<file path="src/rtl/core_ctrl_pkg.sv">
// -----------------------------------------------------------------------------
// core_ctrl_pkg
// Shared definitions for the core run/stop controller.
//   run_state_t : lifecycle states of the controller FSM
//   HALT_INSTR  : the all-zero machine word; a run of these ends a program
// -----------------------------------------------------------------------------
package core_ctrl_pkg;

    typedef enum logic [1:0] {
        IDLE  = 2'd0,
        CLEAR = 2'd1,
        RUN   = 2'd2,
        DONE  = 2'd3
    } run_state_t;

    localparam logic [8:0] HALT_INSTR = 9'h000;

endpackage

</file>
<file path="src/rtl/core_run_controller_if.sv">
// -----------------------------------------------------------------------------
// core_run_controller_if
// Bundles the controller's control/status signals.
//   master : start/abort requests and the core's pc/mach_code observation
//   slave  : the controller; drives core_rst, core_en, busy, done, timeout,
//            cycle_count
// -----------------------------------------------------------------------------
interface core_run_controller_if #(
    parameter int PC_W    = 8,
    parameter int INSTR_W = 9,
    parameter int CNT_W   = 16
) ();

    logic               start;
    logic               abort;
    logic [PC_W-1:0]    pc;
    logic [INSTR_W-1:0] mach_code;

    logic               core_rst;
    logic               core_en;
    logic               busy;
    logic               done;
    logic               timeout;
    logic [CNT_W-1:0]   cycle_count;

    modport master (
        output start, abort, pc, mach_code,
        input  core_rst, core_en, busy, done, timeout, cycle_count
    );

    modport slave (
        input  start, abort, pc, mach_code,
        output core_rst, core_en, busy, done, timeout, cycle_count
    );

endinterface

</file>
<file path="src/rtl/halt_detector.sv">
// -----------------------------------------------------------------------------
// halt_detector
// Watches the fetched instruction stream and PC during RUN and flags the end
// of a program.
//   clk, reset : clock, asynchronous active-low reset
//   clear      : zeroes the zero-run counter (a new run is being started)
//   run        : high while the core is executing; gates counting and halt_hit
//   pc         : current program counter
//   mach_code  : instruction currently fetched
//   halt_hit   : combinational; the current RUN cycle ends the program
// -----------------------------------------------------------------------------
module halt_detector
    import core_ctrl_pkg::*;
#(
    parameter int              PC_W       = 8,
    parameter int              INSTR_W    = 9,
    parameter int              HALT_ZEROS = 2,
    parameter logic [PC_W-1:0] HALT_PC    = 8'hFF
) (
    input  logic               clk,
    input  logic               reset,
    input  logic               clear,
    input  logic               run,
    input  logic [PC_W-1:0]    pc,
    input  logic [INSTR_W-1:0] mach_code,
    output logic               halt_hit
);

    // Counter must be able to hold HALT_ZEROS-1; one extra bit of headroom
    // lets it saturate harmlessly if run stays high past a halt.
    localparam int           ZW    = $clog2(HALT_ZEROS + 1);
    localparam logic [ZW-1:0] ZLAST = ZW'(HALT_ZEROS - 1);

    logic [ZW-1:0] zero_cnt_reg;
    logic          is_zero;

    assign is_zero = (mach_code == INSTR_W'(HALT_INSTR));

    always_ff @(posedge clk or negedge reset) begin
        if (!reset) begin
            zero_cnt_reg <= '0;
        end else if (clear) begin
            zero_cnt_reg <= '0;
        end else if (run) begin
            if (!is_zero)
                zero_cnt_reg <= '0;
            else if (zero_cnt_reg != '1)
                zero_cnt_reg <= zero_cnt_reg + 1'b1;
        end
    end

    // The counter holds the number of zero words seen *before* this cycle, so
    // the HALT_ZEROS-th consecutive zero is the one seen when it equals ZLAST.
    assign halt_hit = run && ((pc == HALT_PC) || (is_zero && (zero_cnt_reg == ZLAST)));

endmodule

</file>
<file path="src/rtl/core_run_controller.sv">
// -----------------------------------------------------------------------------
// core_run_controller
// Owns the run/stop lifecycle of the small 9-bit core: turns a start request
// into a core reset window (CLEAR), a gated run phase (RUN) and a sticky done
// indication (DONE). Programs end on a run of zero instructions, a terminal PC
// or an optional cycle budget.
//   clk   : system clock, rising edge
//   reset : asynchronous active-low reset
//   bus   : slave side of core_run_controller_if
//           start/abort in, pc/mach_code observed from the core,
//           core_rst/core_en/busy/done/timeout/cycle_count out (all registered)
// -----------------------------------------------------------------------------
module core_run_controller
    import core_ctrl_pkg::*;
#(
    parameter int               PC_W         = 8,
    parameter int               INSTR_W      = 9,
    parameter int               CNT_W        = 16,
    parameter int               CLEAR_CYCLES = 2,
    parameter int               HALT_ZEROS   = 2,
    parameter logic [PC_W-1:0]  HALT_PC      = 8'hFF,
    parameter logic [CNT_W-1:0] MAX_CYCLES   = 16'hFFFF
) (
    input  logic                 clk,
    input  logic                 reset,
    core_run_controller_if.slave bus
);

    localparam int               CLR_W    = (CLEAR_CYCLES > 1) ? $clog2(CLEAR_CYCLES) : 1;
    localparam logic [CLR_W-1:0] CLR_LAST = CLR_W'(CLEAR_CYCLES - 1);
    localparam logic [CNT_W-1:0] MAX_LAST = MAX_CYCLES - 1'b1;

    run_state_t       state_reg;
    logic [CLR_W-1:0] clr_cnt_reg;
    logic [CNT_W-1:0] cycle_count_reg;
    logic             core_rst_reg;
    logic             core_en_reg;
    logic             busy_reg;
    logic             done_reg;
    logic             timeout_reg;

    logic             in_run;
    logic             start_accept;
    logic             halt_hit;
    logic             timeout_hit;
    logic [CNT_W-1:0] cycle_count_next;

    assign in_run = (state_reg == RUN);

    // A start is taken from IDLE, or from DONE unless abort overrides it.
    assign start_accept = bus.start &&
                          ((state_reg == IDLE) || ((state_reg == DONE) && !bus.abort));

    // Budget check looks at the count before this cycle's increment, so the
    // MAX_CYCLES-th RUN cycle is the last one.
    assign timeout_hit = (MAX_CYCLES != '0) && (cycle_count_reg == MAX_LAST);

    // Saturating increment: a very long run pins the count at all-ones.
    assign cycle_count_next = (cycle_count_reg == '1) ? cycle_count_reg
                                                      : cycle_count_reg + 1'b1;

    halt_detector #(
        .PC_W       (PC_W),
        .INSTR_W    (INSTR_W),
        .HALT_ZEROS (HALT_ZEROS),
        .HALT_PC    (HALT_PC)
    ) u_halt_detector (
        .clk       (clk),
        .reset     (reset),
        .clear     (start_accept),
        .run       (in_run),
        .pc        (bus.pc),
        .mach_code (bus.mach_code),
        .halt_hit  (halt_hit)
    );

    always_ff @(posedge clk or negedge reset) begin
        if (!reset) begin
            state_reg       <= IDLE;
            clr_cnt_reg     <= '0;
            cycle_count_reg <= '0;
            core_rst_reg    <= 1'b1;
            core_en_reg     <= 1'b0;
            busy_reg        <= 1'b0;
            done_reg        <= 1'b0;
            timeout_reg     <= 1'b0;
        end else begin
            case (state_reg)
                IDLE: begin
                    core_rst_reg <= 1'b1;
                    core_en_reg  <= 1'b0;
                    busy_reg     <= 1'b0;
                    if (bus.start) begin
                        state_reg       <= CLEAR;
                        clr_cnt_reg     <= '0;
                        cycle_count_reg <= '0;
                        done_reg        <= 1'b0;
                        timeout_reg     <= 1'b0;
                        busy_reg        <= 1'b1;
                    end
                end

                CLEAR: begin
                    if (bus.abort) begin
                        state_reg    <= IDLE;
                        core_rst_reg <= 1'b1;
                        core_en_reg  <= 1'b0;
                        busy_reg     <= 1'b0;
                        done_reg     <= 1'b0;
                        timeout_reg  <= 1'b0;
                    end else if (clr_cnt_reg == CLR_LAST) begin
                        // Release the core on the edge that ends the window so
                        // core_en is high in the very next cycle.
                        state_reg    <= RUN;
                        core_rst_reg <= 1'b0;
                        core_en_reg  <= 1'b1;
                    end else begin
                        clr_cnt_reg <= clr_cnt_reg + 1'b1;
                    end
                end

                RUN: begin
                    if (bus.abort) begin
                        // cycle_count is left as-is for inspection.
                        state_reg    <= IDLE;
                        core_rst_reg <= 1'b1;
                        core_en_reg  <= 1'b0;
                        busy_reg     <= 1'b0;
                        done_reg     <= 1'b0;
                        timeout_reg  <= 1'b0;
                    end else begin
                        cycle_count_reg <= cycle_count_next;
                        if (halt_hit || timeout_hit) begin
                            state_reg   <= DONE;
                            core_en_reg <= 1'b0;
                            busy_reg    <= 1'b0;
                            done_reg    <= 1'b1;
                            // A genuine halt in the budget's last cycle is a
                            // clean finish, not a timeout.
                            timeout_reg <= !halt_hit;
                        end
                    end
                end

                DONE: begin
                    if (bus.abort) begin
                        state_reg    <= IDLE;
                        core_rst_reg <= 1'b1;
                        core_en_reg  <= 1'b0;
                        busy_reg     <= 1'b0;
                        done_reg     <= 1'b0;
                        timeout_reg  <= 1'b0;
                    end else if (bus.start) begin
                        state_reg       <= CLEAR;
                        clr_cnt_reg     <= '0;
                        cycle_count_reg <= '0;
                        core_rst_reg    <= 1'b1;
                        busy_reg        <= 1'b1;
                        done_reg        <= 1'b0;
                        timeout_reg     <= 1'b0;
                    end
                end

                default: begin
                    state_reg    <= IDLE;
                    core_rst_reg <= 1'b1;
                    core_en_reg  <= 1'b0;
                    busy_reg     <= 1'b0;
                    done_reg     <= 1'b0;
                    timeout_reg  <= 1'b0;
                end
            endcase
        end
    end

    assign bus.core_rst    = core_rst_reg;
    assign bus.core_en     = core_en_reg;
    assign bus.busy        = busy_reg;
    assign bus.done        = done_reg;
    assign bus.timeout     = timeout_reg;
    assign bus.cycle_count = cycle_count_reg;

endmodule

</file>
<file path="src/flat_wrapper.sv">
// flat-port wrapper written by rule: the top's interface ports become plain ports
module core_run_controller_flat import core_ctrl_pkg::*;
#(
    parameter int               PC_W         = 8,
    parameter int               INSTR_W      = 9,
    parameter int               CNT_W        = 16,
    parameter int               CLEAR_CYCLES = 2,
    parameter int               HALT_ZEROS   = 2,
    parameter logic [PC_W-1:0]  HALT_PC      = 8'hFF,
    parameter logic [CNT_W-1:0] MAX_CYCLES   = 16'hFFFF
)
  (clk, reset, bus_start, bus_abort, bus_pc, bus_mach_code, bus_core_rst, bus_core_en, bus_busy, bus_done, bus_timeout, bus_cycle_count);
  core_run_controller_if #(.PC_W(PC_W), .INSTR_W(INSTR_W), .CNT_W(CNT_W)) bus_i ();
  input  logic clk;
  input  logic reset;
  input wire logic [$bits(bus_i.start)-1:0] bus_start;
  input wire logic [$bits(bus_i.abort)-1:0] bus_abort;
  input wire logic [$bits(bus_i.pc)-1:0] bus_pc;
  input wire logic [$bits(bus_i.mach_code)-1:0] bus_mach_code;
  output wire logic [$bits(bus_i.core_rst)-1:0] bus_core_rst;
  output wire logic [$bits(bus_i.core_en)-1:0] bus_core_en;
  output wire logic [$bits(bus_i.busy)-1:0] bus_busy;
  output wire logic [$bits(bus_i.done)-1:0] bus_done;
  output wire logic [$bits(bus_i.timeout)-1:0] bus_timeout;
  output wire logic [$bits(bus_i.cycle_count)-1:0] bus_cycle_count;
  assign bus_i.start = bus_start;
  assign bus_i.abort = bus_abort;
  assign bus_i.pc = bus_pc;
  assign bus_i.mach_code = bus_mach_code;
  assign bus_core_rst = bus_i.core_rst;
  assign bus_core_en = bus_i.core_en;
  assign bus_busy = bus_i.busy;
  assign bus_done = bus_i.done;
  assign bus_timeout = bus_i.timeout;
  assign bus_cycle_count = bus_i.cycle_count;
  core_run_controller #(.PC_W(PC_W), .INSTR_W(INSTR_W), .CNT_W(CNT_W), .CLEAR_CYCLES(CLEAR_CYCLES), .HALT_ZEROS(HALT_ZEROS), .HALT_PC(HALT_PC), .MAX_CYCLES(MAX_CYCLES)) u_core (.clk(clk), .reset(reset), .bus(bus_i));
endmodule
</file>
<file path="config.mk">
export PLATFORM = sky130hd
export DESIGN_NAME = core_run_controller_flat
export DESIGN_NICKNAME = d
export VERILOG_FILES = /design/src/rtl/core_ctrl_pkg.sv /design/src/rtl/core_run_controller_if.sv /design/src/rtl/halt_detector.sv /design/src/rtl/core_run_controller.sv /design/src/flat_wrapper.sv
export SDC_FILE = /design/constraint.sdc
export NUM_CORES = 1
export LEC_CHECK = 0
export BUFFER_PORTS_ARGS = -buffer_cell sky130_fd_sc_hd__buf_4
export CORE_MARGIN = 5
export CORE_UTILIZATION = 56
export CTS_CLUSTER_DIAMETER = 50
export DETAILED_ROUTE_END_ITERATION = 7
export HOLD_SLACK_MARGIN = 0.1
export PLACE_DENSITY = 0.85
export SYNTH_ARGS = -nofsm -noshare
export SYNTH_HDL_FRONTEND = slang
export SYNTH_SLANG_ARGS = --single-unit
</file>
<file path="constraint.sdc">
create_clock -name clk -period 4.4 [get_ports clk]
set_input_delay 1.1 -clock clk [delete_from_list [all_inputs] [get_ports clk]]
set_output_delay 1.1 -clock clk [all_outputs]
set_load 0.005 [all_outputs]
</file>
## Yosys cells after proc, flatten, opt, wreduce, memory -nomap -nowiden

Cells that the tools add are included.

- Register bits after elaboration: 26
- Input bits: 21
- Output and inout bits: 21
- Logic and storage cells: 99

- Add/sub/neg operators: 3
- Equal/unequal tests: 19
- Muxes and demuxes: 46
- Reduce and logical (&&, ||, !) cells: 22

Operator list:

| cell | count |
|---|---|
| 2-to-1 mux 16 bit | 4 |
| case mux 16 bit (3 select lines) | 1 |
| == test 16 bit (second input constant) | 2 |
| 2-to-1 mux 1 bit | 24 |
| 2-to-1 mux 2 bit | 10 |
| case mux 1 bit (4 select lines) | 5 |
| adder 16 x 1 -> 16 bit (second input constant) | 1 |
| inequality test 2 bit (second input constant) | 8 |
| AND reduction 3 bit | 4 |
| zero test 9 bit | 1 |
| == test 8 bit (second input constant) | 1 |
| case mux 2 bit (4 select lines) | 1 |
| inequality test 3 x 2 -> 1 bit (second input constant) | 2 |
| AND reduction 2 bit | 3 |
| nonzero test 3 bit | 2 |
| == test 2 x 1 -> 1 bit (second input constant) | 2 |
| == test 2 bit (second input constant) | 2 |
| logical AND 1 bit | 4 |
| AND reduction 4 bit | 1 |
| logical OR 1 bit | 3 |
| inequality test 3 x 1 -> 1 bit (second input constant) | 1 |
| inequality test 3 bit (second input constant) | 1 |
| case mux 1 bit (3 select lines) | 1 |
| adder 2 x 1 -> 2 bit (second input constant) | 1 |
| 4 further kinds | 5 |

## Logic depth before layout (Yosys ltp)

Gate-level depths: netlist of the first run.

- Depth after elaboration: 8
- Depth in mapped cells: 7
- Mapped depth without buffers: 6

## Cells and area by module

From an unflattened synthesis of the first run, not the netlist that was laid out.

- Cells, all modules: 165
- Area, all modules: 1576.5 µm²

By module, submodules not included:

| module | times used | cells an instance | area an instance (µm²) |
|---|---|---|---|
| core_run_controller | 1 | 145 | 1388.8 |
| halt_detector | 1 | 20 | 187.7 |

## Worst setup path before layout of the first run

OpenSTA, ideal clock, no wires.

- Path kind: input -> register
- Start point: input bus_abort
- End point: register u_core.cycle_count_reg[13] (netlist: u_core.bus.cycle_count[13])
- Arrival: 2.551 ns
- Required time: 4.322 ns
- Slack: 1.771 ns
- Stages on the path: 7
- Path through: clkbuf_1 > nor2b_1 > a22oi_1 > buf_6 > or4_4 > or3_1 > a21oi_1

- Cells in the longest elaborated chain, start to end: 2

Ends and longest elaborated chain:

| what | line | RTL |
|---|---|---|
| start, declared | flat_wrapper.sv:17 | `input wire logic [$bits(bus_i.abort)-1:0] bus_abort;` |
| inequality test 2 bit (no line) | - |  |
| AND reduction 4 bit (no line) (*) | - |  |
| end signal, assigned | core_run_controller.sv:132 | `cycle_count_reg <= cycle_count_next;` |
| end, declared | core_run_controller.sv:35 | `logic [CNT_W-1:0] cycle_count_reg;` |

Mark *: on every way between the ends. The rest lies on a longest branch, timed or not.
A chain may end at the register's enable or synchronous reset.

## Worst setup path after layout of the first run

- Start point: input bus_mach_code[2]
- End point: register u_core.timeout_reg (netlist: u_core.bus.timeout)

- Cells in the longest elaborated chain, start to end: 8

Ends and longest elaborated chain:

| what | line | RTL |
|---|---|---|
| start, declared | flat_wrapper.sv:19 | `input wire logic [$bits(bus_i.mach_code)-1:0] bus_mach_code;` |
| zero test 9 bit (*) | halt_detector.sv:37 | `assign is_zero = (mach_code == INSTR_W'(HALT_INSTR));` |
| logical AND 1 bit (*) | halt_detector.sv:54 | `assign halt_hit = run && ((pc == HALT_PC) \|\| (is_zero && (zero_cnt_reg == ZLAST)));` |
| logical OR 1 bit (*) | halt_detector.sv:54 |  |
| logical AND 1 bit (*) | halt_detector.sv:54 |  |
| zero test 1 bit | core_run_controller.sv:140 | `timeout_reg <= !halt_hit;` |
| 2-to-1 mux 1 bit | core_run_controller.sv:133 | `if (halt_hit \|\| timeout_hit) begin` |
| 2-to-1 mux 1 bit | core_run_controller.sv:123 | `if (bus.abort) begin` |
| case mux 1 bit (4 select lines) | core_run_controller.sv:88 | `case (state_reg)` |
| end signal, assigned | core_run_controller.sv:140 |  |
| end, declared | core_run_controller.sv:40 | `logic timeout_reg;` |

Mark *: on every way between the ends. The rest lies on a longest branch, timed or not. The select of a mux whose other input is x is not followed.

==> flow_summary.json, run 1 <==
{
  "timing_worst_slew_pin_value_ps": 719.4,
  "globalRouteTotalUtil": 0.1946,
  "cts.repair.resized": 0,
  "synth_enable_flop_cells": 0,
  "clk_pin_slew_ps": 150,
  "final.min_clock_period_ps": 2478,
  "post_synth_instance_area_um2": 1536,
  "run_status": "finished, final reports clean",
  "synth_ff_type": "sky130_fd_sc_hd__dfrtp_1",
  "dpl.hpwl_um": 2866,
  "vdd_drop_max_mv": 0.3469,
  "cts_hold_buf": 0,
  "setup_tns_ps": 0,
  "crit_type": "primary input to flip-flop",
  "detail_route.wirelength_um": 3842,
  "drt_iter0_drc": 107,
  "finalHoldViolations": 0,
  "clock_tree_from_tritoncts": "built",
  "cts-root-to-sink-buffers": 2,
  "critical_path.endpoint_type": "flip-flop",
  "level_count_of_the_clock_h_tree": 1,
  "largest_register_ff_count": 16,
  "synth_fp_nets": 203,
  "critPathRequiredTime_ps": 4640,
  "ys_top_cells_by_area": "sky130_fd_sc_hd__dfrtp_1, sky130_fd_sc_hd__o21ai_0, sky130_fd_sc_hd__a21oi_1",
  "netlist.top_cell.by_area": "sky130_fd_sc_hd__dfrtp_1",
  "area_growth_syn_to_layout_pct": 22.80,
  "maximum_net_fanout_on_the_critical_path": 5,
  "first_pass_grt_wire_length_um": 6382,
  "hold_path_class": "flip-flop to flip-flop",
  "use_met1": 0.2497,
  "cts.root.buffer_cell": "sky130_fd_sc_hd__clkbuf_4",
  "final_nets": 241,
  "floorplan.io_pins": 42,
  "cts_post_setup_buffers_inserted": 0,
  "relative_max_transition_margin": 0.5204,
  "number_of_iterations_in_the_first_detailed_routing_pass": 5,
  "critPathLaunchType": "primary input",
  "antenna_fix_cells": 0,
  "cts_inserted_buffers": 3,
  "cp_slowest_cell": "sky130_fd_sc_hd__or4_1",
  "power_per_cell_area_nw_per_um2": 352.3,
  "cpPeakStageDelay_ps": 520,
  "rsz_0062_raised_after_global_routing": "no",
  "antenna_found_initial": 0,
  "synth_common_cells": "sky130_fd_sc_hd__dfrtp_1, sky130_fd_sc_hd__o21ai_0, sky130_fd_sc_hd__a21oi_1",
  "port-buffer-count": 41,
  "grt_remaining_overflow": 0,
  "setup_viol_count_final": 0,
  "postLayoutCoreUtil": 0.7024,
  "final.period_utilization": 0.5632,
  "grt.met2_usage": 0.3368,
  "first_global_vias": 1412,
  "critPathArrivalTime_ps": 2720,
  "asyncSetResetFlopFracSynth": 1.000,
  "fin_worst_skew_ps": 14.15,
  "worstPathCellList": "buf_4 > or4_1 > nor4_1 > a21oi_1 > a41oi_1 > nor2_1",
  "die_width_um": 62.38,
  "number_of_nets_still_failing_antenna_checks_after_routing": 0,
  "grt_start_max_net_pins": 27,
  "die_area_um2": 3891,
  "busiest_layer": "met2",
  "drc_errors": 0,
  "clock.fmax_mhz": 403.5,
  "rows": 19,
  "worst_skew_pair.late_latency_ps": 330,
  "syn_area_per_cell_um2": 8.632,
  "max_cap_violations": 0,
  "routabilityCongestion": 0.9119,
  "report.final.slew_viol_count": 0,
  "die_height_um": 62.38,
  "placeableCoreArea_um2": 2686,
  "initial_utilization": 0.5720,
  "via_per_inst": 6.220,
  "synth.yosys.seq_area_share": 0.4243,
  "ys.warnings.count": 0,
  "fillerInstances": 215,
  "clock_sinks": 26,
  "drt-wirelength-per-cell_um": 15.62,
  "yosysMostFrequentCell": "sky130_fd_sc_hd__dfrtp_1",
  "count_of_different_cell_masters_after_synthesis": 42,
  "timing.critical_path.max_delay_family": "simple AND/OR/NAND/NOR gates",
  "syn-instance-count": 178,
  "worstPathBufferInverterCount": 1,
  "num_vias": 1530,
  "power_leakage_nw": 0.8129,
  "drive_above_1_share": 0.2326,
  "gr-usage-met3": 0.02518,
  "synth_largest_type_area_fraction": 0.4072,
  "ys_ff_latch": 26
}
layout by cell type (no fill, tap or decap), types with 2 or more instances in the layout:
cell type                   n
sky130_fd_sc_hd__a21oi_1   16
sky130_fd_sc_hd__a31oi_1    2
sky130_fd_sc_hd__and2_1     3
sky130_fd_sc_hd__buf_4     41
sky130_fd_sc_hd__clkbuf_4   3
sky130_fd_sc_hd__dfrtp_1   25
sky130_fd_sc_hd__ha_1       4
sky130_fd_sc_hd__inv_1      6
sky130_fd_sc_hd__nand2_1   15
sky130_fd_sc_hd__nand2b_1   5
sky130_fd_sc_hd__nand3_1    7
sky130_fd_sc_hd__nand4_1    6
sky130_fd_sc_hd__nor2_1    14
sky130_fd_sc_hd__nor2b_1    3
sky130_fd_sc_hd__nor4_1     5
sky130_fd_sc_hd__o211ai_1   2
sky130_fd_sc_hd__o21a_1     2
sky130_fd_sc_hd__o21ai_0   18
sky130_fd_sc_hd__o22ai_1    2
sky130_fd_sc_hd__or2_2      2
sky130_fd_sc_hd__or3_1     11
sky130_fd_sc_hd__or4_1      3
sky130_fd_sc_hd__xnor2_1    2
sky130_fd_sc_hd__xor2_1     2
routing by layer:
layer,up-vias,wire length (um)
met5,-,0
met4,0,72
met3,9,309
met2,84,1929
met1,710,1531
li1,727,-
where the power goes:
group	switching (mW)	internal [mW]
Combinational	0.108	0.0815
Clock	0.0734	0.0922
Sequential	0.0427	0.267
stage by stage:
step	worst slack, ps	power, mW	cell area [um^2]	hold slack [ps]	cells
after CTS	1929	0.6642	1887	569.6	246
after detailed placement	1584	0.4991	1834	533.9	242
after global placement	1667	0.4918	1834	504.4	242
after global routing	1715	0.7059	1887	608.4	246
after floorplan	1771	0.4395	1536	490.2	178
final	1922	0.6647	1887	570.2	246
path summary, 6_finish.rpt:
kind                                           start  slack, ps                        end  cells past startpoint
setup / recovery                    bus_mach_code[2]       1920         u_core.bus.timeout                      6
hold / removal                    u_core.bus.timeout        570         u_core.bus.timeout                      2
setup reg to reg           u_core.bus.cycle_count[8]       1950  u_core.bus.cycle_count[7]                      5
hold reg to reg                   u_core.bus.timeout        570         u_core.bus.timeout                      2
max in group asynchronous                      reset       3460        u_core.bus.core_rst                      1
min in group asynchronous                      reset        650  u_core.bus.cycle_count[6]                      1
area by class of cell:
class,count,area (um^2),share of cell area
Timing Repair Buffer,41,307.8,0.1631
Tap cell,31,38.79,0.02056
Multi-Input combinational cell,138,813.3,0.4310
Clock buffer,3,22.52,0.01194
Clock inverter,1,30.03,0.01592
Inverter,6,22.52,0.01194
Sequential cell,26,651.9,0.3455
tightest hold or removal path, stage by stage, from the launching register on:
cell and delay [ps]:
sky130_fd_sc_hd__dfrtp_1 400, sky130_fd_sc_hd__a41oi_1 60, sky130_fd_sc_hd__nor2_1 80
kinds of logic after synthesis:
family / share of synthesized area
flops: 0.4243
xor+xnor: 0.02281
fa+ha+maj: 0.03257
simple gates: 0.2801
mux: 0.01384
compound gates: 0.1800
buf+inv: 0.04641
(Power assumes the default switching activity.)
==> run 2: changes to the inputs <==
- CORE_UTILIZATION: 56 -> 47
- PLACE_DENSITY: 0.85 -> 0.76
- clock period: 4.4 -> 2.17 ns (I/O delays scaled with it)
==> flow_summary.json, run 2 (synthesized netlist as in run 1, its figures left out) <==
{
  "run_status": "finished, final reports clean",
  "finalHoldViolations": 0,
  "final.min_clock_period_ps": 2017,
  "postLayoutCoreUtil": 0.6375,
  "cts.root.buffer_cell": "sky130_fd_sc_hd__clkbuf_4",
  "power_leakage_nw": 0.8654,
  "cts-root-to-sink-buffers": 2,
  "maximum_net_fanout_on_the_critical_path": 6,
  "clock.fmax_mhz": 495.8,
  "antenna_found_initial": 0,
  "report.final.slew_viol_count": 0,
  "setup_tns_ps": 0,
  "largest_register_ff_count": 16,
  "via_per_inst": 5.568,
  "use_met1": 0.2632,
  "cts_inserted_buffers": 3,
  "timing.critical_path.max_delay_family": "simple AND/OR/NAND/NOR gates",
  "die_height_um": 67.18,
  "cts_hold_buf": 0,
  "gr-usage-met3": 0.02995,
  "cp_slowest_cell": "sky130_fd_sc_hd__dfrtp_2",
  "reg2regPathDepth": 6,
  "finish.cell_count_without_fillers": 271,
  "grt_remaining_overflow": 0,
  "drive_above_1_share": 0.2775,
  "fillerInstances": 299,
  "critPathLaunchType": "flip-flop",
  "port-buffer-count": 41,
  "detail_route.wirelength_um": 3915,
  "grt_start_max_net_pins": 27,
  "worstPathBufferInverterCount": 0,
  "cpPeakStageDelay_ps": 430,
  "r2r_slack_ps": 150,
  "floorplan.io_pins": 42,
  "dpl.hpwl_um": 3033,
  "layout_commonest_cell": "sky130_fd_sc_hd__buf_4",
  "relative_max_transition_margin": 0.6338,
  "critPathArrivalTime_ps": 2290,
  "rsz_0062_raised_after_global_routing": "no",
  "final_nets": 253,
  "initial_utilization": 0.4952,
  "worstPathCellList": "ha_1 > nand4_1 > or2_2 > or3_1 > or4_1 > nand2_1",
  "critPathRequiredTime_ps": 2440,
  "max_cap_violations": 0,
  "area_growth_syn_to_layout_pct": 28.75,
  "level_count_of_the_clock_h_tree": 1,
  "placed_cells": 267,
  "leading_cell_types_in_the_layout_fill_and_taps_excluded": "sky130_fd_sc_hd__buf_4, sky130_fd_sc_hd__dfrtp_1, sky130_fd_sc_hd__o21ai_0",
  "number_of_iterations_in_the_first_detailed_routing_pass": 4,
  "grt.met2_usage": 0.3129,
  "routabilityCongestion": 0.8928,
  "rows": 20,
  "placeableCoreArea_um2": 3103,
  "antenna_fix_cells": 0,
  "drc_errors": 0,
  "setup_viol_count_final": 0,
  "num_vias": 1509,
  "timing_worst_slew_pin_value_ps": 543.6,
  "clock_tree_from_tritoncts": "built",
  "drt_iter0_drc": 63,
  "power_per_cell_area_nw_per_um2": 680.8,
  "clock_sinks": 26,
  "number_of_nets_still_failing_antenna_checks_after_routing": 0,
  "busiest_layer": "met2",
  "fin_worst_skew_ps": 0.7464,
  "die_area_um2": 4512,
  "first_global_vias": 1507,
  "die_width_um": 67.18,
  "worst_r2r_startpoint": "u_core.bus.cycle_count[1]",
  "globalRouteTotalUtil": 0.1929,
  "final.period_utilization": 0.9295,
  "hold_path_class": "primary input to async pin",
  "drt-wirelength-per-cell_um": 14.45,
  "critical_path.endpoint_type": "flip-flop",
  "worst_r2r_endpoint": "u_core.bus.cycle_count[14]",
  "worst_skew_pair.late_latency_ps": 320,
  "crit_type": "flip-flop to flip-flop",
  "vdd_drop_max_mv": 0.4558,
  "clk_pin_slew_ps": 140,
  "first_pass_grt_wire_length_um": 6775
}
## run 2: changes by cell type in the layout (fill, tap and decap cells not counted), sizes merged
cell    change
buf        +12
bufinv      -1
clkbuf      +1
## run 2: repair_timing
item                                    in CTS  in global routing
setup buffers                                0                  0
gates resized for setup                      0                  1
endpoints found under the hold margin        0                  0
endpoints found under the setup margin       0                  1
## run 2: worst register-to-register path, cell delays in order (launching register included)
cell and delay (ps):
sky130_fd_sc_hd__dfrtp_2 430, sky130_fd_sc_hd__ha_1 190, sky130_fd_sc_hd__nand4_1 120, sky130_fd_sc_hd__or2_2 310, sky130_fd_sc_hd__or3_1 420, sky130_fd_sc_hd__or4_1 410
sky130_fd_sc_hd__nand2_1 80
## run 2: per-layer routing
metal,share of wire,vias up
met5,0,-
met4,0.019,0
met3,0.071,8
met2,0.45,58
met1,0.46,697
li1,-,746
## run 2: metrics by stage
stage	hold slack (ps)	area, um^2	setup WS [ps]	power (mW)
5_1_grt	111.0	1978	18.92	1.449
2_1_floorplan	246.9	1536	98.63	0.8911
6_report	97.53	1978	152.9	1.347
3_5_place_dp	473.6	1941	47.32	1.104
4_1_cts	108.7	1977	105.6	1.351
3_3_place_gp	462.8	1941	89.86	1.080
## run 2: layout make-up
cell class | instances | area [um^2] | area share
Timing Repair Buffer | 53 | 397.9 | 0.2011
Tap cell | 44 | 55.05 | 0.02783
Inverter | 6 | 22.52 | 0.01139
Multi-Input combinational cell | 138 | 813.3 | 0.4111
Clock buffer | 4 | 36.28 | 0.01834
Sequential cell | 26 | 653.1 | 0.3302
## run 2: power breakdown
part | leakage (nW) | switching, mW | internal (mW)
Sequential | 0.353 | 0.0478 | 0.542
Clock | 0.0210 | 0.145 | 0.103
Combinational | 0.492 | 0.277 | 0.232
## run 2: worst max path at each step
stage                     slack, ps                      start  depth (start not counted)                         end
final                           150  u_core.bus.cycle_count[1]                          6  u_core.bus.cycle_count[14]
after detailed placement         50           bus_mach_code[2]                          7          u_core.bus.timeout
after global routing             20  u_core.bus.cycle_count[1]                          6  u_core.bus.cycle_count[14]
after global placement           90           bus_mach_code[2]                          7          u_core.bus.timeout
after CTS                       110  u_core.bus.cycle_count[1]                          6  u_core.bus.cycle_count[14]
after floorplan                 100                  bus_abort                          7  u_core.bus.cycle_count[13]
==> run 3: changes to the inputs <==
- CORE_ASPECT_RATIO: not set -> 1.75
- PLACE_DENSITY: 0.76 -> not set
- PLACE_DENSITY_LB_ADDON: not set -> 0.08
==> flow_summary.json, run 3 (synthesized netlist as in run 1, its figures left out) <==
{
  "drt_iter0_drc": 36,
  "clock.fmax_mhz": 506.1,
  "critPathLaunchType": "flip-flop",
  "num_vias": 1558,
  "initial_utilization": 0.4890,
  "first_pass_grt_wire_length_um": 7051,
  "power_leakage_nw": 0.8801,
  "worstPathCellList": "nand3_1 > or2_2 > or4_1 > or3_1 > a21oi_1",
  "cts_inserted_buffers": 3,
  "rows": 27,
  "setup_viol_count_final": 0,
  "vdd_drop_max_mv": 0.5403,
  "first_global_vias": 1630,
  "cts-root-to-sink-buffers": 2,
  "postLayoutCoreUtil": 0.6364,
  "clock_sinks": 26,
  "cpPeakStageDelay_ps": 480,
  "crit_type": "flip-flop to flip-flop",
  "max_cap_violations": 0,
  "final_nets": 255,
  "power.total_mw": 1.362,
  "part_of_the_power_in_the_clock_network": 0.202,
  "cts.repair.resized": 0,
  "grt_remaining_overflow": 0,
  "routabilityCongestion": 0.8165,
  "hold_path_class": "primary input to async pin",
  "placeableCoreArea_um2": 3142,
  "antenna_found_initial": 0,
  "reg2regPathDepth": 5,
  "maximum_net_fanout_on_the_critical_path": 6,
  "rsz_0062_raised_after_global_routing": "no",
  "detail_route.wirelength_um": 4094,
  "die_height_um": 85.64,
  "area_growth_syn_to_layout_pct": 30.13,
  "hold-worst-slack_ps": 159.2,
  "setup_tns_ps": 0,
  "power_per_cell_area_nw_per_um2": 681.0,
  "via_per_inst": 5.728,
  "clk_pin_slew_ps": 90,
  "relative_max_transition_margin": 0.5894,
  "grt_start_max_net_pins": 27,
  "drc_errors": 0,
  "intPower_mw": 0.8991,
  "largest_register_ff_count": 16,
  "drt-wirelength-per-cell_um": 15.05,
  "cp_slowest_cell": "sky130_fd_sc_hd__or4_1",
  "fillerInstances": 283,
  "final.min_clock_period_ps": 1976,
  "worst_skew_pair.late_latency_ps": 270,
  "port-buffer-count": 41,
  "final.period_utilization": 0.9106,
  "drive_above_1_share": 0.2751,
  "report.final.slew_viol_count": 0,
  "dpl.hpwl_um": 3258,
  "die_width_um": 53.22,
  "finalHoldViolations": 0,
  "die_area_um2": 4557,
  "sequentialPowerShare": 0.430,
  "number_of_iterations_in_the_first_detailed_routing_pass": 4,
  "critPathArrivalTime_ps": 2180,
  "layout_commonest_cell": "sky130_fd_sc_hd__buf_4",
  "level_count_of_the_clock_h_tree": 1,
  "floorplan.io_pins": 42,
  "run_status": "finished, final reports clean",
  "timing_worst_slew_pin_value_ps": 609.5,
  "globalRouteTotalUtil": 0.1988,
  "p_sw_mw": 0.4624,
  "clock_tree_from_tritoncts": "built",
  "fin_worst_skew_ps": 14.75,
  "antenna_fix_cells": 0,
  "cts_hold_buf": 0,
  "swShare": 0.3397,
  "leading_cell_types_in_the_layout_fill_and_taps_excluded": "sky130_fd_sc_hd__buf_4, sky130_fd_sc_hd__dfrtp_1, sky130_fd_sc_hd__o21ai_0",
  "critical_path.endpoint_type": "flip-flop",
  "cts_post_setup_buffers_inserted": 0,
  "critPathRequiredTime_ps": 2370,
  "number_of_nets_still_failing_antenna_checks_after_routing": 0,
  "share_comb_of_total_power": 0.369,
  "cts.root.buffer_cell": "sky130_fd_sc_hd__clkbuf_8"
}
==> run 3: metrics by stage <==
step / instances / area [um^2] / setup slack (ps)
2_1_floorplan: 178 / 1536 / 98.63
3_3_place_gp: 268 / 1954 / 59.12
3_5_place_dp: 268 / 1954 / 33.24
4_1_cts: 272 / 1999 / 181.1
5_1_grt: 272 / 1999 / 106.3
6_report: 272 / 1999 / 194.1
==> run 3: final timing paths <==
kind	end	start	slack (ps)
worst min-delay path	u_core.bus.cycle_count[8]	reset	160
min in group clk	u_core.state_reg[1]	bus_abort	490
worst max-delay path	u_core.bus.cycle_count[15]	u_core.bus.cycle_count[3]	190
worst min register to register	u_core.bus.timeout	u_core.bus.timeout	530
max in group asynchronous	u_core.bus.core_rst	reset	1700
worst max register to register	u_core.bus.cycle_count[15]	u_core.bus.cycle_count[3]	190
==> run 3: critical path, delay by kind of cell (launching register included) <==
family	cells	cell delay [ps]
flops	1	430
compound gates	1	150
simple gates	4	1340
==> run 3: cell type report <==
type,count,area (um^2),share of cell area
inverters,6,22.52,0.01126
well taps,43,53.80,0.02691
repair buffers,55,412.9,0.2065
flip-flops and latches,26,651.9,0.3260
clock buffers,4,45.04,0.02253
multi-input cells,138,813.3,0.4068
==> run 3: power groups by stage <==
stage	Clock [mW]	Sequential, mW	Combinational (mW)
finish	0.275	0.585	0.502
global route	0.294	0.591	0.562
CTS	0.278	0.584	0.502
detailed placement	0	0.593	0.501
global placement	0	0.593	0.492
floorplan	0	0.594	0.298
==> run 3: routing by layer <==
metal / vias up / global-route usage / wire, um
li1: 747 / - / -
met1: 752 / 0.2135 / 1554
met2: 52 / 0.3732 / 2281
met3: 7 / 0.02609 / 194
met4: 0 / 0.07209 / 64
met5: - / 0 / 0
